==> src/rtl/boot_pkg.sv <==
// Shared types and constants for the byte-stream boot loader.
package boot_pkg;

  typedef enum logic [2:0] {
    ST_IDLE,
    ST_LEN_LO,
    ST_LEN_HI,
    ST_DATA,
    ST_CSUM,
    ST_DONE
  } boot_state_e;

  localparam logic [1:0] ERR_NONE    = 2'd0;
  localparam logic [1:0] ERR_LEN     = 2'd1;
  localparam logic [1:0] ERR_CSUM    = 2'd2;
  localparam logic [1:0] ERR_TIMEOUT = 2'd3;

  localparam logic [7:0] DEFAULT_SYNC_BYTE = 8'hA5;

endpackage

==> src/rtl/boot_word_packer.sv <==
// Assembles little-endian 32-bit words from a byte stream.
// word_o is the word including the byte presented this cycle, so the
// parent can register it in the same edge that word_done_o is seen.
module boot_word_packer (
  input  logic        clk,
  input  logic        resetn,
  input  logic        clear_i,
  input  logic        byte_valid_i,
  input  logic [7:0]  byte_i,
  output logic [31:0] word_o,
  output logic        word_done_o
);

  logic [1:0]  idx_q, idx_d;
  logic [31:0] word_q, word_d;

  // Insert the incoming byte at its lane and advance the byte index.
  always_comb begin
    idx_d  = idx_q;
    word_d = word_q;
    if (clear_i) begin
      idx_d  = '0;
      word_d = '0;
    end else if (byte_valid_i) begin
      case (idx_q)
        2'd0:    word_d[7:0]   = byte_i;
        2'd1:    word_d[15:8]  = byte_i;
        2'd2:    word_d[23:16] = byte_i;
        default: word_d[31:24] = byte_i;
      endcase
      idx_d = idx_q + 2'd1;
    end
  end

  // Byte index and partial-word storage.
  always_ff @(posedge clk or negedge resetn) begin
    if (!resetn) begin
      idx_q  <= '0;
      word_q <= '0;
    end else begin
      idx_q  <= idx_d;
      word_q <= word_d;
    end
  end

  assign word_o      = word_d;
  assign word_done_o = byte_valid_i && !clear_i && (idx_q == 2'd3);

endmodule

==> src/rtl/boot_loader.sv <==
// Parses a framed program image from a UART byte stream, writes words to
// the boot RAM and releases the CPU reset once the checksum verifies.
// rx_valid is a one-cycle strobe with no backpressure: every strobe is
// consumed in the cycle it is seen.
module boot_loader
  import boot_pkg::*;
#(
  parameter int unsigned ADDR_WIDTH     = 8,
  parameter logic [7:0]  SYNC_BYTE      = DEFAULT_SYNC_BYTE,
  parameter int unsigned TIMEOUT_CYCLES = 100000
) (
  input  logic                  clk,
  input  logic                  resetn,
  input  logic                  rx_valid,
  input  logic [7:0]            rx_data,
  output logic                  ram_wen,
  output logic [ADDR_WIDTH-1:0] ram_waddr,
  output logic [31:0]           ram_wdata,
  output logic                  cpu_resetn,
  output logic                  done,
  output logic                  error,
  output logic [1:0]            err_code,
  output boot_state_e           dbg_state
);

  localparam int unsigned   GW       = $clog2(TIMEOUT_CYCLES + 1);
  localparam logic [GW-1:0] GAP_LAST = GW'(TIMEOUT_CYCLES - 1);
  localparam logic [32:0]   MAX_N    = 33'd1 << ADDR_WIDTH;

  boot_state_e           state_q, state_d;
  logic [15:0]           len_q, len_d;
  logic [15:0]           widx_q, widx_d;
  logic [7:0]            sum_q, sum_d;
  logic [GW-1:0]         gap_q, gap_d;
  logic                  wen_q, wen_d;
  logic [ADDR_WIDTH-1:0] waddr_q, waddr_d;
  logic [31:0]           wdata_q, wdata_d;
  logic                  cpu_q, cpu_d;
  logic                  done_q, done_d;
  logic                  err_q, err_d;
  logic [1:0]            code_q, code_d;

  logic [15:0] n_w;
  logic        n_ok;
  logic        in_frame;
  logic        pk_clear, pk_valid, pk_done;
  logic [31:0] pk_word;

  assign n_w      = {rx_data, len_q[7:0]};
  assign n_ok     = (n_w != 16'd0) && ({17'd0, n_w} <= MAX_N);
  assign in_frame = (state_q == ST_LEN_LO) || (state_q == ST_LEN_HI) ||
                    (state_q == ST_DATA)   || (state_q == ST_CSUM);
  assign pk_clear = rx_valid && (state_q == ST_LEN_HI);
  assign pk_valid = rx_valid && (state_q == ST_DATA);

  boot_word_packer u_packer (
    .clk          (clk),
    .resetn       (resetn),
    .clear_i      (pk_clear),
    .byte_valid_i (pk_valid),
    .byte_i       (rx_data),
    .word_o       (pk_word),
    .word_done_o  (pk_done)
  );

  // Next-state, counters and registered output values.
  always_comb begin
    state_d = state_q;
    len_d   = len_q;
    widx_d  = widx_q;
    sum_d   = sum_q;
    gap_d   = '0;
    wen_d   = 1'b0;
    waddr_d = waddr_q;
    wdata_d = wdata_q;
    cpu_d   = cpu_q;
    done_d  = done_q;
    err_d   = err_q;
    code_d  = code_q;
    if (in_frame && !rx_valid) begin
      // A byte in the final idle cycle takes the other branch, so it wins.
      if (gap_q == GAP_LAST) begin
        state_d = ST_IDLE;
        err_d   = 1'b1;
        code_d  = ERR_TIMEOUT;
      end else begin
        gap_d = gap_q + GW'(1);
      end
    end else if (rx_valid) begin
      case (state_q)
        ST_IDLE: begin
          if (rx_data == SYNC_BYTE) begin
            state_d = ST_LEN_LO;
            err_d   = 1'b0;
            code_d  = ERR_NONE;
          end
        end
        ST_LEN_LO: begin
          len_d[7:0] = rx_data;
          state_d    = ST_LEN_HI;
        end
        ST_LEN_HI: begin
          len_d[15:8] = rx_data;
          if (n_ok) begin
            state_d = ST_DATA;
            widx_d  = '0;
            sum_d   = '0;
          end else begin
            state_d = ST_IDLE;
            err_d   = 1'b1;
            code_d  = ERR_LEN;
          end
        end
        ST_DATA: begin
          sum_d = sum_q + rx_data;
          if (pk_done) begin
            wen_d   = 1'b1;
            waddr_d = widx_q[ADDR_WIDTH-1:0];
            wdata_d = pk_word;
            if (widx_q == len_q - 16'd1) state_d = ST_CSUM;
            else                         widx_d  = widx_q + 16'd1;
          end
        end
        ST_CSUM: begin
          if (rx_data == sum_q) begin
            state_d = ST_DONE;
            done_d  = 1'b1;
            cpu_d   = 1'b1;
          end else begin
            state_d = ST_IDLE;
            err_d   = 1'b1;
            code_d  = ERR_CSUM;
          end
        end
        default: ;  // ST_DONE absorbs everything until reset
      endcase
    end
  end

  // State and output registers.
  always_ff @(posedge clk or negedge resetn) begin
    if (!resetn) begin
      state_q <= ST_IDLE;
      len_q   <= '0;
      widx_q  <= '0;
      sum_q   <= '0;
      gap_q   <= '0;
      wen_q   <= 1'b0;
      waddr_q <= '0;
      wdata_q <= '0;
      cpu_q   <= 1'b0;
      done_q  <= 1'b0;
      err_q   <= 1'b0;
      code_q  <= ERR_NONE;
    end else begin
      state_q <= state_d;
      len_q   <= len_d;
      widx_q  <= widx_d;
      sum_q   <= sum_d;
      gap_q   <= gap_d;
      wen_q   <= wen_d;
      waddr_q <= waddr_d;
      wdata_q <= wdata_d;
      cpu_q   <= cpu_d;
      done_q  <= done_d;
      err_q   <= err_d;
      code_q  <= code_d;
    end
  end

  assign ram_wen    = wen_q;
  assign ram_waddr  = waddr_q;
  assign ram_wdata  = wdata_q;
  assign cpu_resetn = cpu_q;
  assign done       = done_q;
  assign error      = err_q;
  assign err_code   = code_q;
  assign dbg_state  = state_q;

endmodule

==> config.mk <==
export PLATFORM = sky130hd
export DESIGN_NAME = boot_loader
export DESIGN_NICKNAME = d
export VERILOG_FILES = /design/src/rtl/boot_pkg.sv /design/src/rtl/boot_word_packer.sv /design/src/rtl/boot_loader.sv
export SDC_FILE = /design/constraint.sdc
export NUM_CORES = 1
export LEC_CHECK = 0
export CAP_MARGIN = 30
export CELL_PAD_IN_SITES_DETAIL_PLACEMENT = 1
export CELL_PAD_IN_SITES_GLOBAL_PLACEMENT = 2
export CORE_UTILIZATION = 31
export CTS_CLUSTER_SIZE = 24
export DETAILED_ROUTE_END_ITERATION = 7
export PLACE_DENSITY_LB_ADDON = 0.1
export SYNTH_ARGS = -nofsm -noshare
export SYNTH_HDL_FRONTEND = slang
export SYNTH_HIERARCHICAL = 1
export SYNTH_SLANG_ARGS = --single-unit
export TNS_END_PERCENT = 1
==> constraint.sdc <==
create_clock -name clk -period 5.62 [get_ports clk]
set_input_delay 1.124 -clock clk [delete_from_list [all_inputs] [get_ports clk]]
set_output_delay 1.124 -clock clk [all_outputs]
set_load 0.02 [all_outputs]
==> metrics <==
status finished, final reports clean; gpl congestion 0.785; htree depth 4; fin crit share 72.5%; Remaining Overflow, GRT 0; synthesized area 7120 µm²; CP max FO 20; Layout Nets 736; vias in the first global route 5,593; Setup-failing EPs final 0; worst hold margin 0.482 ns; Clk Latency, worst-skew pair 0.43 ns; overall routing resource usage 17.7%; Synth Register Bits 139; Worst Tran Pin Value 0.843 ns; setup total negative slack 0 ns; CP endpoint kind flop; Routed wire per std cell 19.6 µm; Final Slew Violations 0; Crit Path Class input port to flop; share of cells above drive strength 1 15.3%; DRC Markers 0; Clock transition at path regs 0.07 ns; Top Ports 60; Max-cap violations 0; total routed wirelength 19,700 µm; synth warn 6; CP required 5.96 ns; Post-Syn Instances 655; drt pass-1 iters 4; sequential area share after synthesis 48.9%; Via density 5.17; Avg Inst Size Synth 10.9 µm²; Mapped Nets 683; PD cells 403 nW/µm²; post-CTS sizing 0; Post-CTS Repair Setup Buffers 0; Worst Clk Skew 0.0109 ns; slew margin rel. 43.8%; first-pass GRT wire length 32,100 µm; DRT iter0 DRCs 206; synthesis-to-layout area growth 20.6%; total core area 22,600 µm²; die width 154 µm; initial antenna violation count 0; post-DP HPWL 13,600 µm; port buffer count 59; CTS Buf Count 17; Pleak 3.85 nW; largest cells by area after synthesis dfrtp_1 49%, mux2_2 8.7%, mux2i_1 5.5%; Startpoint Class input port; die span in y 154 µm; largest net degree at the start of global routing 97; Core Rows 55; Post-synth top flop dfrtp_1; EDFF count, synth 0; most frequent cells in the layout 139 x dfrtp_1, 58 x clkdlybuf4s50_1, 55 x mux2_2; clock sinks 139; area leader, netlist dfrtp_1; Hold-fix buffers, CTS 0; Die ar. 23,600 µm²; CTS tree done; post-synth top area share 48.9%; final hold vios 0; Fmax 246 MHz; commonest non-fill, non-tap cell in the layout dfrtp_1; Period minus WS final 4.07 ns; Starting Density 31.5%; Root Driver clkbuf_16; fillers 2,465; Hold WC Path Type input port to async pin; Antenna Nets Post-Route 0; routed vias 5,203; Synth cell types 64; maximum vdd drop 204 µV; Synth async-reset ratio 100%; arrival time at the worst endpoint 4.41 ns; clock buffer depth 2; antenna cells 0; unrepaired setup endpoints after global routing false
-- synth_stat cells, types with 4 or more instances --
cell type  instances
nand4_1            7
buf_1              4
ha_1              16
nor4_1             6
o21ai_0           11
o31ai_1           13
nor2_1            37
nand3_1           29
mux2_2            55
or4_1             16
xnor2_1           19
nand2b_1          44
inv_1             20
xor2_1            20
nand2_1           47
nor3_1            16
and3_1             5
nor3b_1            4
a21o_1             4
a21oi_1           18
clkbuf_1          20
mux2i_1           39
dfrtp_1          139
-- state kept, by name (all words and copies together), names as in the netlist --
register,count
len_q,16
error,1
ram_waddr,8
err_code,2
ram_wdata,32
dbg_state,3
widx_q,16
u_packer/word_q,32
done,1
u_packer/idx_q,2
ram_wen,1
gap_q,17
sum_q,8
-- routing by layer --
layer	vias to the layer above	wire, µm	GRT usage (%)
met4	0	302	5.81
met5	-	0	0
met2	71	9470	29.3
met1	2692	9460	23.4
li1	2419	-	-
met3	21	460	3.10
-- path summary, 6_finish.rpt --
| path | startpoint | to | slack (ns) | cells past startpoint |
|---|---|---|---|---|
| max | rx_data[3] | widx_q[9] | 1.55 | 8 |
| min | resetn | ram_waddr[4] | 0.48 | 1 |
| max reg2reg | dbg_state[0] | widx_q[9] | 2.03 | 9 |
| min reg2reg | sum_q[0] | sum_q[0] | 0.48 | 2 |
| max in group asynchronous | resetn | gap_q[10] | 4.29 | 2 |
| min in group clk | sum_q[0] | sum_q[0] | 0.48 | 2 |
-- final cells by class --
type	instances	area [µm²]	area share, %
flip-flops and latches	139	3480	40.5
multi-input cells	465	3430	39.9
repair buffers	65	669	7.80
clock buffers	19	443	5.16
well taps	285	357	4.15
clock inverters	13	134	1.56
inverters	20	75.1	0.875
-- metrics by stage --
stage               setup slack, ns  power, W  util [%]  cell area [µm²]  std cells
finish                         1.55   0.00346      38.0             8580       1006
global placement               1.25   0.00231      35.2             7950        971
global route                   1.31   0.00368      38.0             8580       1006
CTS                            1.56   0.00351      37.9             8560       1005
detailed placement             1.14   0.00237      35.3             7980        973
floorplan                      2.30   0.00205         -             7120        655
-- where the power goes --
group / internal [W] / switching, W
Clock: 0.000633 / 0.000485
Combinational: 0.000420 / 0.000518
Sequential: 0.00119 / 0.000210
Total: 0.00224 / 0.00121
-- logic make-up (layout without fill, tap and decap cells) --
kind of cell | count (synthesis) | after routing | share of synthesized area (%)
xor gates and xnor gates | 39 | 39 | 4.80
DFF | 139 | 139 | 48.9
and+or+nand+nor | 239 | 239 | 18.6
buffers and inverters | 51 | 117 | 3.15
adders and majority gates | 17 | 17 | 3.09
AOI/OAI and AO/OA | 76 | 76 | 7.33
muxes | 94 | 94 | 14.2
-- critical path, stage by stage --
cell and delay [ns]:
clkdlybuf4s50_1 0.62, or4_1 0.61, or4_1 0.43, nor3_2 0.24, o21a_1 0.22, nand2_1 0.38
or4_1 0.61, a21oi_1 0.17
(Power assumes the default switching activity.)
